$ cat src/rtl/psg_pkg.sv
// psg_pkg: shared types and constants for the multi-voice sound generator.
//   - wave_e     : waveform select carried in attribute byte 3 [7:6]
//   - state_e    : frame sequencer states
//   - BYTE_*     : attribute byte indices within a channel
//   - LFSR_SEED  : noise LFSR value after reset
//   - vol_lut()  : 64-entry logarithmic volume curve, 9-bit unsigned
package psg_pkg;

   typedef enum logic [1:0] {
      WAVE_PULSE = 2'd0,
      WAVE_SAW   = 2'd1,
      WAVE_TRI   = 2'd2,
      WAVE_NOISE = 2'd3
   } wave_e;

   typedef enum logic [1:0] {
      ST_IDLE,
      ST_FETCH,
      ST_CALC,
      ST_DONE
   } state_e;

   localparam logic [1:0]  BYTE_FREQ_LO = 2'd0;
   localparam logic [1:0]  BYTE_FREQ_HI = 2'd1;
   localparam logic [1:0]  BYTE_CTRL    = 2'd2;
   localparam logic [1:0]  BYTE_WAVE    = 2'd3;
   localparam logic [15:0] LFSR_SEED    = 16'h0001;

   // Linear for the first few steps, then roughly 6% per step up to full scale.
   function automatic logic [8:0] vol_lut(input logic [5:0] idx);
      logic [8:0] v;
      case (idx)
         6'd0:  v = 9'd0;    6'd1:  v = 9'd4;    6'd2:  v = 9'd8;    6'd3:  v = 9'd12;
         6'd4:  v = 9'd16;   6'd5:  v = 9'd17;   6'd6:  v = 9'd18;   6'd7:  v = 9'd19;
         6'd8:  v = 9'd20;   6'd9:  v = 9'd21;   6'd10: v = 9'd23;   6'd11: v = 9'd24;
         6'd12: v = 9'd26;   6'd13: v = 9'd27;   6'd14: v = 9'd29;   6'd15: v = 9'd31;
         6'd16: v = 9'd33;   6'd17: v = 9'd35;   6'd18: v = 9'd37;   6'd19: v = 9'd39;
         6'd20: v = 9'd41;   6'd21: v = 9'd44;   6'd22: v = 9'd46;   6'd23: v = 9'd49;
         6'd24: v = 9'd52;   6'd25: v = 9'd55;   6'd26: v = 9'd59;   6'd27: v = 9'd62;
         6'd28: v = 9'd66;   6'd29: v = 9'd70;   6'd30: v = 9'd74;   6'd31: v = 9'd79;
         6'd32: v = 9'd83;   6'd33: v = 9'd88;   6'd34: v = 9'd94;   6'd35: v = 9'd99;
         6'd36: v = 9'd105;  6'd37: v = 9'd112;  6'd38: v = 9'd119;  6'd39: v = 9'd126;
         6'd40: v = 9'd133;  6'd41: v = 9'd141;  6'd42: v = 9'd150;  6'd43: v = 9'd159;
         6'd44: v = 9'd169;  6'd45: v = 9'd179;  6'd46: v = 9'd190;  6'd47: v = 9'd201;
         6'd48: v = 9'd213;  6'd49: v = 9'd226;  6'd50: v = 9'd240;  6'd51: v = 9'd254;
         6'd52: v = 9'd270;  6'd53: v = 9'd286;  6'd54: v = 9'd303;  6'd55: v = 9'd322;
         6'd56: v = 9'd341;  6'd57: v = 9'd362;  6'd58: v = 9'd384;  6'd59: v = 9'd407;
         6'd60: v = 9'd431;  6'd61: v = 9'd457;  6'd62: v = 9'd482;  default: v = 9'd511;
      endcase
      return v;
   endfunction

endpackage

$ cat src/rtl/dpram.sv
// dpram: simple dual-port RAM, one write port and one registered read port.
//   clk   : clock
//   we    : write enable; waddr/wdata : write address/data
//   raddr : read address; rdata : data one cycle after raddr (old data on collision)
module dpram #(
   parameter int AW = 4,
   parameter int DW = 8
) (
   input  logic          clk,
   input  logic          we,
   input  logic [AW-1:0] waddr,
   input  logic [DW-1:0] wdata,
   input  logic [AW-1:0] raddr,
   output logic [DW-1:0] rdata
);

   logic [DW-1:0] mem [1 << AW];

   always_ff @(posedge clk) begin
      if (we) begin
         mem[waddr] <= wdata;
      end
      rdata <= mem[raddr];
   end

endmodule

$ cat src/rtl/psg_voice_calc.sv
// psg_voice_calc: combinational per-voice datapath.
//   freq, ctrl, wave_cfg : attribute bytes {b1,b0}, b2, b3 of the channel
//   phase, noise         : stored working state of the channel
//   phase_rst            : hard-sync flag for the channel
//   lfsr_noise           : current noise sample from the shared LFSR
//   new_phase, new_noise : working state to write back
//   contrib              : signed 12-bit mix contribution
//   en_l, en_r           : side enables
module psg_voice_calc
   import psg_pkg::*;
(
   input  logic [15:0]        freq,
   input  logic [7:0]         ctrl,
   input  logic [7:0]         wave_cfg,
   input  logic [16:0]        phase,
   input  logic [5:0]         noise,
   input  logic               phase_rst,
   input  logic [5:0]         lfsr_noise,
   output logic [16:0]        new_phase,
   output logic [5:0]         new_noise,
   output logic signed [11:0] contrib,
   output logic               en_l,
   output logic               en_r
);

   wave_e              wave;
   logic [5:0]         signal;
   logic signed [5:0]  sig_s;
   logic signed [9:0]  vol_s;
   logic signed [15:0] prod;

   always_comb begin
      en_l = ctrl[6];
      en_r = ctrl[7];

      if (phase_rst) begin
         new_phase = '0;
         new_noise = '0;
      end else begin
         new_phase = (en_l | en_r) ? (phase + {1'b0, freq}) : '0;
         // Refresh noise on each wrap of the phase accumulator.
         new_noise = (phase[16] && !new_phase[16]) ? lfsr_noise : noise;
      end

      // Waveform is taken from the updated state so a synced voice starts at phase 0.
      wave = wave_e'(wave_cfg[7:6]);
      case (wave)
         WAVE_PULSE: signal = (new_phase[16:10] > {1'b0, wave_cfg[5:0]}) ? 6'd0 : 6'd63;
         WAVE_SAW:   signal = new_phase[16:11];
         WAVE_TRI:   signal = new_phase[16] ? ~new_phase[15:10] : new_phase[15:10];
         default:    signal = new_noise;
      endcase

      // Offset-binary to two's complement, scale, keep bits [14:3].
      sig_s   = $signed(signal ^ 6'h20);
      vol_s   = $signed({1'b0, vol_lut(ctrl[5:0])});
      prod    = 16'(sig_s) * 16'(vol_s);
      contrib = 12'(prod >>> 3);
   end

endmodule

$ cat src/rtl/psg_multi.sv
// psg_multi: time-multiplexed NUM_CH-voice sound generator with stereo mix.
//   clk, rst_n          : clock, synchronous active-low reset
//   attr_addr/wrdata/write : attribute byte write port {channel, byte}
//   next_sample         : one-cycle frame request
//   left/right_audio    : saturated signed samples, updated with sample_valid
//   sample_valid        : one-cycle pulse when outputs update
//   busy                : frame in progress
//   overrun             : one-cycle pulse when a request arrives while busy
module psg_multi
   import psg_pkg::*;
#(
   parameter int NUM_CH = 16,
   parameter int OUT_W  = 16,
   localparam int CH_BITS = $clog2(NUM_CH)
) (
   input  logic                 clk,
   input  logic                 rst_n,
   input  logic [CH_BITS+1:0]   attr_addr,
   input  logic [7:0]           attr_wrdata,
   input  logic                 attr_write,
   input  logic                 next_sample,
   output logic [OUT_W-1:0]     left_audio,
   output logic [OUT_W-1:0]     right_audio,
   output logic                 sample_valid,
   output logic                 busy,
   output logic                 overrun
);

   localparam int ACC_W   = 12 + CH_BITS;
   localparam int SAT_MAX = 2 ** (OUT_W - 1) - 1;
   localparam int SAT_MIN = -(2 ** (OUT_W - 1));

   state_e                  state_q, state_d;
   logic [CH_BITS-1:0]      chan_q, chan_d;
   logic [2:0]              fcnt_q, fcnt_d;
   logic [7:0]              byte_q [4];
   logic [7:0]              byte_d [4];
   logic signed [ACC_W-1:0] acc_l_q, acc_l_d, acc_r_q, acc_r_d;
   logic [NUM_CH-1:0]       sync_q, sync_d;
   logic [15:0]             lfsr_q, lfsr_d;
   logic [OUT_W-1:0]        left_q, left_d, right_q, right_d;
   logic                    valid_q, valid_d, busy_q, busy_d, ovr_q, ovr_d;

   logic [7:0]              attr_rdata;
   logic [22:0]             wram_rdata;
   logic [16:0]             new_phase;
   logic [5:0]              new_noise;
   logic signed [11:0]      contrib;
   logic                    en_l, en_r;
   logic signed [ACC_W-1:0] contrib_x;

   function automatic logic [OUT_W-1:0] saturate(input logic signed [ACC_W-1:0] a);
      logic signed [31:0] w;
      w = 32'(a);
      if (w > SAT_MAX) return OUT_W'(SAT_MAX);
      if (w < SAT_MIN) return OUT_W'(SAT_MIN);
      return OUT_W'(w);
   endfunction

   dpram #(.AW(CH_BITS + 2), .DW(8)) u_attr_ram (
      .clk   (clk),
      .we    (attr_write),
      .waddr (attr_addr),
      .wdata (attr_wrdata),
      .raddr ({chan_q, fcnt_q[1:0]}),
      .rdata (attr_rdata)
   );

   dpram #(.AW(CH_BITS), .DW(23)) u_work_ram (
      .clk   (clk),
      .we    (state_q == ST_CALC),
      .waddr (chan_q),
      .wdata ({new_noise, new_phase}),
      .raddr (chan_q),
      .rdata (wram_rdata)
   );

   psg_voice_calc u_calc (
      .freq       ({byte_q[1], byte_q[0]}),
      .ctrl       (byte_q[2]),
      .wave_cfg   (byte_q[3]),
      .phase      (wram_rdata[16:0]),
      .noise      (wram_rdata[22:17]),
      .phase_rst  (sync_q[chan_q]),
      .lfsr_noise (lfsr_q[6:1]),
      .new_phase  (new_phase),
      .new_noise  (new_noise),
      .contrib    (contrib),
      .en_l       (en_l),
      .en_r       (en_r)
   );

   always_comb begin
      state_d   = state_q;
      chan_d    = chan_q;
      fcnt_d    = fcnt_q;
      byte_d    = byte_q;
      acc_l_d   = acc_l_q;
      acc_r_d   = acc_r_q;
      sync_d    = sync_q;
      left_d    = left_q;
      right_d   = right_q;
      valid_d   = 1'b0;
      contrib_x = ACC_W'(contrib);
      lfsr_d    = {lfsr_q[14:0], lfsr_q[1] ^ lfsr_q[2] ^ lfsr_q[4] ^ lfsr_q[15]};
      ovr_d     = next_sample && (state_q != ST_IDLE);

      case (state_q)
         ST_IDLE: begin
            if (next_sample) begin
               state_d = ST_FETCH;
               chan_d  = '0;
               fcnt_d  = '0;
               acc_l_d = '0;
               acc_r_d = '0;
            end
         end
         ST_FETCH: begin
            // Byte k was addressed in fetch step k and is captured in step k+1.
            if (fcnt_q != 3'd0) begin
               byte_d[2'(fcnt_q - 3'd1)] = attr_rdata;
            end
            if (fcnt_q == 3'd4) begin
               state_d = ST_CALC;
            end else begin
               fcnt_d = fcnt_q + 3'd1;
            end
         end
         ST_CALC: begin
            if (en_l) acc_l_d = acc_l_q + contrib_x;
            if (en_r) acc_r_d = acc_r_q + contrib_x;
            sync_d[chan_q] = 1'b0;
            if (chan_q == CH_BITS'(NUM_CH - 1)) begin
               state_d = ST_DONE;
            end else begin
               state_d = ST_FETCH;
               chan_d  = chan_q + 1'b1;
               fcnt_d  = '0;
            end
         end
         default: begin
            left_d  = saturate(acc_l_q);
            right_d = saturate(acc_r_q);
            valid_d = 1'b1;
            state_d = ST_IDLE;
         end
      endcase

      // A host write to the waveform byte re-arms hard sync; it overrides the CALC clear.
      if (attr_write && (attr_addr[1:0] == BYTE_WAVE)) begin
         sync_d[attr_addr[CH_BITS+1:2]] = 1'b1;
      end

      busy_d = (state_d != ST_IDLE);
   end

   always_ff @(posedge clk) begin
      if (!rst_n) begin
         state_q <= ST_IDLE;
         chan_q  <= '0;
         fcnt_q  <= '0;
         byte_q  <= '{default: '0};
         acc_l_q <= '0;
         acc_r_q <= '0;
         sync_q  <= '1;
         lfsr_q  <= LFSR_SEED;
         left_q  <= '0;
         right_q <= '0;
         valid_q <= 1'b0;
         busy_q  <= 1'b0;
         ovr_q   <= 1'b0;
      end else begin
         state_q <= state_d;
         chan_q  <= chan_d;
         fcnt_q  <= fcnt_d;
         byte_q  <= byte_d;
         acc_l_q <= acc_l_d;
         acc_r_q <= acc_r_d;
         sync_q  <= sync_d;
         lfsr_q  <= lfsr_d;
         left_q  <= left_d;
         right_q <= right_d;
         valid_q <= valid_d;
         busy_q  <= busy_d;
         ovr_q   <= ovr_d;
      end
   end

   assign left_audio   = left_q;
   assign right_audio  = right_q;
   assign sample_valid = valid_q;
   assign busy         = busy_q;
   assign overrun      = ovr_q;

endmodule

$ cat config.mk
export PLATFORM = sky130hd
export DESIGN_NAME = psg_multi
export DESIGN_NICKNAME = d
export VERILOG_FILES = /design/src/rtl/psg_pkg.sv /design/src/rtl/dpram.sv /design/src/rtl/psg_voice_calc.sv /design/src/rtl/psg_multi.sv
export SDC_FILE = /design/constraint.sdc
export NUM_CORES = 1
export LEC_CHECK = 0
export ABC_CLOCK_PERIOD_IN_PS = 14200
export CORE_MARGIN = 4
export CORE_UTILIZATION = 40
export DETAILED_ROUTE_END_ITERATION = 16
export PLACE_DENSITY = 0.66
export SLEW_MARGIN = 15
export SYNTH_ARGS = -nofsm -noshare
export SYNTH_HDL_FRONTEND = slang
export SYNTH_HIERARCHICAL = 1
export SYNTH_SLANG_ARGS = --single-unit
$ cat constraint.sdc
create_clock -name clk -period 14.2 [get_ports clk]
set_input_delay 2.84 -clock clk [delete_from_list [all_inputs] [get_ports clk]]
set_output_delay 2.84 -clock clk [all_outputs]
set_load 0.02 [all_outputs]
# After elaboration in Yosys (flattened, before gate mapping)
# Memory sizes are Yosys's and may differ from the RTL's. A register that Yosys moved wholly into a read port is not among the register bits.
# Index checks and enable logic that the tools add are counted.
dict set report word_totals {
  n_memories 3
  in_bits 18
  reg_bits 140
  mem_bits_rw 880
  word_cells 138
  romBits 576
}
# name words word_bits read_ports rd_clocked_by_memory_dff write_ports line
set memory_table {}
lappend memory_table {{(name not given)} 64 9 1 1 0 psg_pkg.sv:32} ;# case (idx)
lappend memory_table {u_attr_ram.mem 64 8 1 1 1 dpram.sv:17} ;# logic [DW-1:0] mem [1 << AW];
lappend memory_table {u_work_ram.mem 16 23 1 1 1 dpram.sv:17}
dict set report op_classes {
  n_eq_ne 12
  n_mux 59
  addsub 6
  order_cmp 11
  multipliers 1
  n_reduce_logical 20
  bitwise_logic 10
}
# operator count
set ops {}
lappend ops {{$mux 16} 13}
lappend ops {{$pmux 16 s2} 2}
lappend ops {{$mux 6} 6}
lappend ops {{$mux 17} 2}
lappend ops {{$add 16x12->16} 2}
lappend ops {{$bwmux 32} 1}
lappend ops {{$gt 16x16->1 const B} 2}
lappend ops {{$lt 16x16->1 const B} 2}
lappend ops {{$mux 1} 18}
lappend ops {{$pmux 6 s3} 1}
lappend ops {{$add 17x16->17} 1}
lappend ops {{$and 16x16->16} 1}
lappend ops {{$demux 8 s2} 1}
lappend ops {{$not 16->16} 1}
lappend ops {{$or 16x16->16} 1}
lappend ops {{$mul 6x10->15} 1}
lappend ops {{$lt 4x5->1 const B} 2}
lappend ops {{$ne 2x2->1 const B} 5}
lappend ops {{$mux 3} 3}
lappend ops {{$pmux 3 s3} 1}
lappend ops {{$reduce_and 3->1} 3}
lappend ops {{$demux 1 s4} 2}
lappend ops {{$ge 4x1->1 const B} 2}
lappend ops {{$mux 4} 2}
lappend ops {{28 further kinds} 44}

# Depth between registers and ports, before layout
dict set report logic_depth {
  word_depth 12
  depth_mapped 44
  mapped_depth_nobuf 43
}

# Cells and area by module
# Netlist, hierarchy kept.
# mod cells_each instances area_each_um2 seq_area_each_um2
set modules_own_cells {}
lappend modules_own_cells {{dpram at u_attr_ram} 940 1 20166.8 15534.9}
lappend modules_own_cells {{dpram at u_work_ram} 608 1 14308.7 11511.0}
lappend modules_own_cells {psg_multi 744 1 6526.3 2802.7}
lappend modules_own_cells {psg_voice_calc 486 1 3724.8 0.0}

# Worst setup path before layout
# Ideal clock, no wire load.
dict set report synth_timing {
  path_type {flip-flop to flip-flop}
  startpoint {register chan_q[0]}
  endpoint {register acc_r_q[14]}
  setup_slack_ps 3361
  required_time_ps 14083
  n_path_buf 2
  synth_period_minus_slack_ps 10839
  setup_ps 117
  t_arrival_ps 10721
  stages_incl_launch_ff 39
  path_cell_list {dfxtp_1 clkbuf_1 mux4_2 mux4_2 clkbuf_1 nor2_1 and2_1 ha_1 nor2b_1 o21ai_0 nand2b_1 a221oi_1 a41oi_1 a2111o_1 a2bb2oi_1 a31oi_2 nand2b_1 fa_1 (+3 left out) fa_1 fa_1 a21o_1 a21oi_1 nor2b_1 o21a_1 or4_1 a31oi_1 o21bai_1 xnor2_1 xnor2_1 ha_1 a21o_1 or3b_1 o21ai_0 a311oi_1 or3_1 a32o_1}
}
dict set report synth_between {
  elab_chain_len 11
  word_cells_on_any_way 14
  classes_between {1 x add/sub; 1 x mul; 1 x order compare; 9 x mux; 2 x bitwise}
}
# element line
set synth_rtl {}
lappend synth_rtl {{from (decl)} psg_multi.sv:34} ;# logic [CH_BITS-1:0] chan_q, chan_d;
lappend synth_rtl {{from (signal assigned)} psg_multi.sv:174} ;# chan_q <= chan_d;
lappend synth_rtl {{$bmux 1 s4 (*)} psg_multi.sv:84} ;# .phase_rst (sync_q[chan_q]),
lappend synth_rtl {{$mux 1 (not written as such) (*)} psg_multi.sv:84}
lappend synth_rtl {{$mux 17 (*)} psg_voice_calc.sv:36} ;# if (phase_rst) begin
lappend synth_rtl {{via new_phase[11]} psg_multi.sv:46} ;# logic [16:0] new_phase;
lappend synth_rtl {{$gt 7x6->1} psg_voice_calc.sv:48} ;# WAVE_PULSE: signal = (new_phase[16:10] > {1'b0, wave_cfg[5:0]}) ? 6'd0 : 6'd63;
lappend synth_rtl {{$mux 6} psg_voice_calc.sv:48}
lappend synth_rtl {{$pmux 6 s3 (*)} psg_voice_calc.sv:47} ;# case (wave)
lappend synth_rtl {{$not 1->1 (no line)} n/a}
lappend synth_rtl {{$mul 6x10->15 (*)} psg_voice_calc.sv:57} ;# prod = 16'(sig_s) * 16'(vol_s);
lappend synth_rtl {{via contrib[11]} psg_multi.sv:48} ;# logic signed [11:0] contrib;
lappend synth_rtl {{$add 16x12->16 (*)} psg_multi.sv:131} ;# if (en_r) acc_r_d = acc_r_q + contrib_x;
lappend synth_rtl {{$mux 16 (*)} psg_multi.sv:131}
lappend synth_rtl {{$pmux 16 s2 (*)} psg_multi.sv:108} ;# case (state_q)
lappend synth_rtl {{to (signal assigned)} psg_multi.sv:178} ;# acc_r_q <= acc_r_d;
lappend synth_rtl {{to (decl)} psg_multi.sv:38} ;# logic signed [ACC_W-1:0] acc_l_q, acc_l_d, acc_r_q, acc_r_d;
# Mark *: on every way through the listed nets, which the timed path passes. The rest lies on a longest branch. The select of a mux whose other input is x is not followed.
# A chain may end at the register's enable or synchronous reset.

# Worst setup path after layout
# Ends and elaborated chain as after synthesis.

==> run metrics <==
largest net degree at the start of global routing=82; number of enable flip-flop cells after synthesis=between 800 and 900; Sw Ratio=between 20% and 30%; Core Box Area=111000 um2; via count=24600; top achievable clock speed=86.8 MHz; Placed Instances=4219; post-synth top area share=59.1%; number of endpoints with negative hold slack in the final report=0; RSZ-0062 raised after global routing=no; Remaining Overflow, GRT=0; post-CTS setup buffers=0; initial drt markers=about 2500; maximum clock path buffer count=3; Min-Delay Startpoint=lfsr_q[7]$_SDFF_PN0_; share of total power in the clock network=around 44%; Final Skew=0.0254 ns; number of search-and-repair iterations in the first detailed-routing pass=6; final-report max-slew violation count=0; required time of the critical path=around 15 ns; number of input and output port buffers inserted=52; Synth Area per Inst=16.1 um2; area growth from synthesis to final layout=12.1%; vias per cell=5.58; type of element launching the critical path=flip-flop; hold crit path type=flip-flop to flip-flop; number of instances in the synthesized netlist=between 2000 and 3000; setup TNS after final layout=0 ns; Reg2Reg Launch Point=chan_q[0]$_SDFFE_PN0P_; ratio of cells with drive above 1 in the final layout=16.8%; area occupied by multi-input gates=14100 um2; relative slew slack=about a quarter; Final Net Count=2986; Seq/Total Area, Yosys=66.7%; Critical Setup Path Class=flip-flop to flip-flop; Routed Wire Length=between 100 and 150 mm; I/O pin total=53; Synth area leader=sky130_fd_sc_hd__edfxtp_1; post-synth cell types=91; Fill cells=9606; Clock Latency Late Sink=0.70 ns; cell at the root of the clock tree=sky130_fd_sc_hd__clkbuf_16; post-detailed-placement half-perimeter wirelength=61.5 mm; initial antenna violation count=4; placed inst area=46800 um2; hold-fix buffer count after cts=0; average wire per standard cell=23.1 um; net switching component of the power=~1.3 mW; leakage power figure=16.0 nW; die outline area=approximately 120000 um2; kind of capture point of the worst setup path=flip-flop; initial core utilization=around two fifths; clock tree sinks=~1100; overall fraction of global-route tracks in use=17.3%; Internal=4.93 mW; share of the clock period used by the worst path after layout=81.2%; cell row count=122; MaxCap Viol Count=0; largest cells by area after synthesis=sky130_fd_sc_hd__edfxtp_1 (59%), sky130_fd_sc_hd__mux4_2 (11%), sky130_fd_sc_hd__dfxtp_1 (7.7%), sky130_fd_sc_hd__ha_1 (2.7%), sky130_fd_sc_hd__nor2_1 (1.9%); first-pass GRT wire length=154 mm; vias in the first global route=approximately 24000; power per cell area=124 nW/um2; CP arrival=approximately 12 ns; final weighted congestion in routability-driven placement=0.825; Pwr Total=6.21 mW; Reg2Reg Depth=34; CTS Buf Count=between 100 and 150; slack of the worst reg-to-reg path=2.68 ns; fin util=45.3%; sequential power share=53.9%; master of the slowest instance on the critical path=sky130_fd_sc_hd__nor2_1; Most used DFF post-synth=sky130_fd_sc_hd__edfxtp_1; Final Instance Count excl. Fillers=4413; Worst Tran Pin Value=approximately 1.1 ns; count of final setup violators=0; minimum setup slack after placement=2.71 ns; maximum level of the CTS H-tree=3; Worst Hold Path Cells=1; Critical R2R Capture=acc_r_q[14]$_SDFFE_PN0P_; clock-pin transition on the worst setup and hold timing paths=0.06 ns; cell area after synthesis=44700 um2; part of the power in combinational logic=2.6%; end of the worst hold path=lfsr_q[8]$_SDFF_PN0_; crit-path max FO=30; combined flip-flop and latch cell area=29900 um2; minimum setup slack in the final design=2.68 ns; outcome=finished clean; die height=~340 um; final antenna-violating net count=0; Post-route DRC=0; fin crit period=11.52 ns; number of warnings issued by yosys=6; worst supply voltage drop on vdd=around 90 uV; chip width=between 300 and 400 um; synthesized netlist net count=2926; post-route cell area=50100 um2; fraction of synthesis flops using an asynchronous set or reset pin=0%; CP peak stage delay=0.85 ns; total of flip-flops plus latches after synthesis=1051; post_cts resized=0; clock tree from TritonCTS=built; most repeated library cell on the critical path=sky130_fd_sc_hd__fa_1; Post-Route Hold Slack=0.434 ns
## per-layer routing
layer	GRT usage (%)	routed length [um]	part of all wire, %
met5	0	13	0.013
met4	4.81	2350	2.3
met3	3.98	7870	7.7
met2	27.0	47200	46
met1	24.5	44300	44
## critical path: cells and delay by family, from the launching register on
family	cells	cell delay [ns]
flops	1	0.70
buf+inv	2	0.26
mux	2	1.21
fa+ha+maj	7	2.98
xor+xnor	2	0.33
simple gates	8	2.90
compound gates	13	3.03
## state kept, by name, indices dropped and copies added (netlist names)
register,cells
sync_q,16
u_work_ram/mem,368
chan_q,4
overrun,1
sample_valid,1
lfsr_q,16
acc_l_q,16
byte_q,32
u_work_ram/rdata,23
left_audio,16
u_attr_ram/rdata,8
right_audio,16
busy,1
acc_r_q,16
state_q,2
fcnt_q,3
u_attr_ram/mem,512
## Yosys cell counts (all sizes together) (45+ instances only)
| master | number |
|---|---|
| nand2 | 215 |
| nor2b | 45 |
| dfxtp | 171 |
| nor2 | 231 |
| edfxtp | 880 |
| a21oi | 113 |
| o21ai | 59 |
| buf | 73 |
| a22oi | 49 |
| mux2i | 60 |
| clkbuf | 62 |
| ha | 98 |
| mux4 | 224 |
## power by group through the flow
stage	Clock, mW	Combinational, mW	Sequential (mW)
after floorplan	0	0.108	3.40
after global placement	0	0.158	3.41
after detailed placement	0	0.160	3.42
after CTS	2.76	0.160	3.35
after global routing	2.91	0.171	3.35
final	2.71	0.159	3.35
## final cells by class
class	count	area share (%)
clock buffer	124	5.40
clock inverter	68	1.32
multi-input combinational	1546	28.1
antenna	2	0.00998
sequential	1051	59.6
timing repair buffer	88	1.52
tap	1488	3.71
inverter	46	0.349
## how the worst max path moves through the flow
| stage | from | end | slack, ns | depth (start not counted) |
|---|---|---|---|---|
| after floorplan | chan_q[0]$_SDFFE_PN0P_ | acc_r_q[14]$_SDFFE_PN0P_ | 3.36 | 38 |
| after global placement | chan_q[0]$_SDFFE_PN0P_ | acc_r_q[14]$_SDFFE_PN0P_ | 2.84 | 34 |
| after detailed placement | chan_q[0]$_SDFFE_PN0P_ | acc_r_q[14]$_SDFFE_PN0P_ | 2.71 | 34 |
| after CTS | chan_q[0]$_SDFFE_PN0P_ | acc_r_q[14]$_SDFFE_PN0P_ | 2.68 | 34 |
| after global routing | chan_q[0]$_SDFFE_PN0P_ | acc_r_q[14]$_SDFFE_PN0P_ | 1.96 | 36 |
| final | chan_q[0]$_SDFFE_PN0P_ | acc_r_q[14]$_SDFFE_PN0P_ | 2.68 | 34 |
## layout by cell type, fill, tap and decap left out, types with 36 or more instances in the layout
cell,synthesis,routed
sky130_fd_sc_hd__buf_4,21,41
sky130_fd_sc_hd__nand3_1,36,36
sky130_fd_sc_hd__clkdlybuf4s50_1,0,44
sky130_fd_sc_hd__mux2i_1,60,60
sky130_fd_sc_hd__inv_1,44,44
sky130_fd_sc_hd__nor2_1,231,218
sky130_fd_sc_hd__clkbuf_16,0,105
sky130_fd_sc_hd__mux4_2,224,224
sky130_fd_sc_hd__ha_1,98,98
sky130_fd_sc_hd__a22oi_1,49,49
sky130_fd_sc_hd__edfxtp_1,880,880
sky130_fd_sc_hd__dfxtp_1,171,166
sky130_fd_sc_hd__a21oi_1,109,109
sky130_fd_sc_hd__o21ai_0,47,47
sky130_fd_sc_hd__nor2b_1,45,43
sky130_fd_sc_hd__nand2_1,215,215
## cells by family after synthesis
kind of cell	count (synthesis)	synth area share, %
fa+ha+maj	130	4.17
compound gates	391	6.14
simple gates	674	6.90
xor+xnor	53	1.08
flops	1051	66.7
buf+inv	181	2.00
mux	298	13.0
Note: power is estimated with default switching activity, not from simulation.
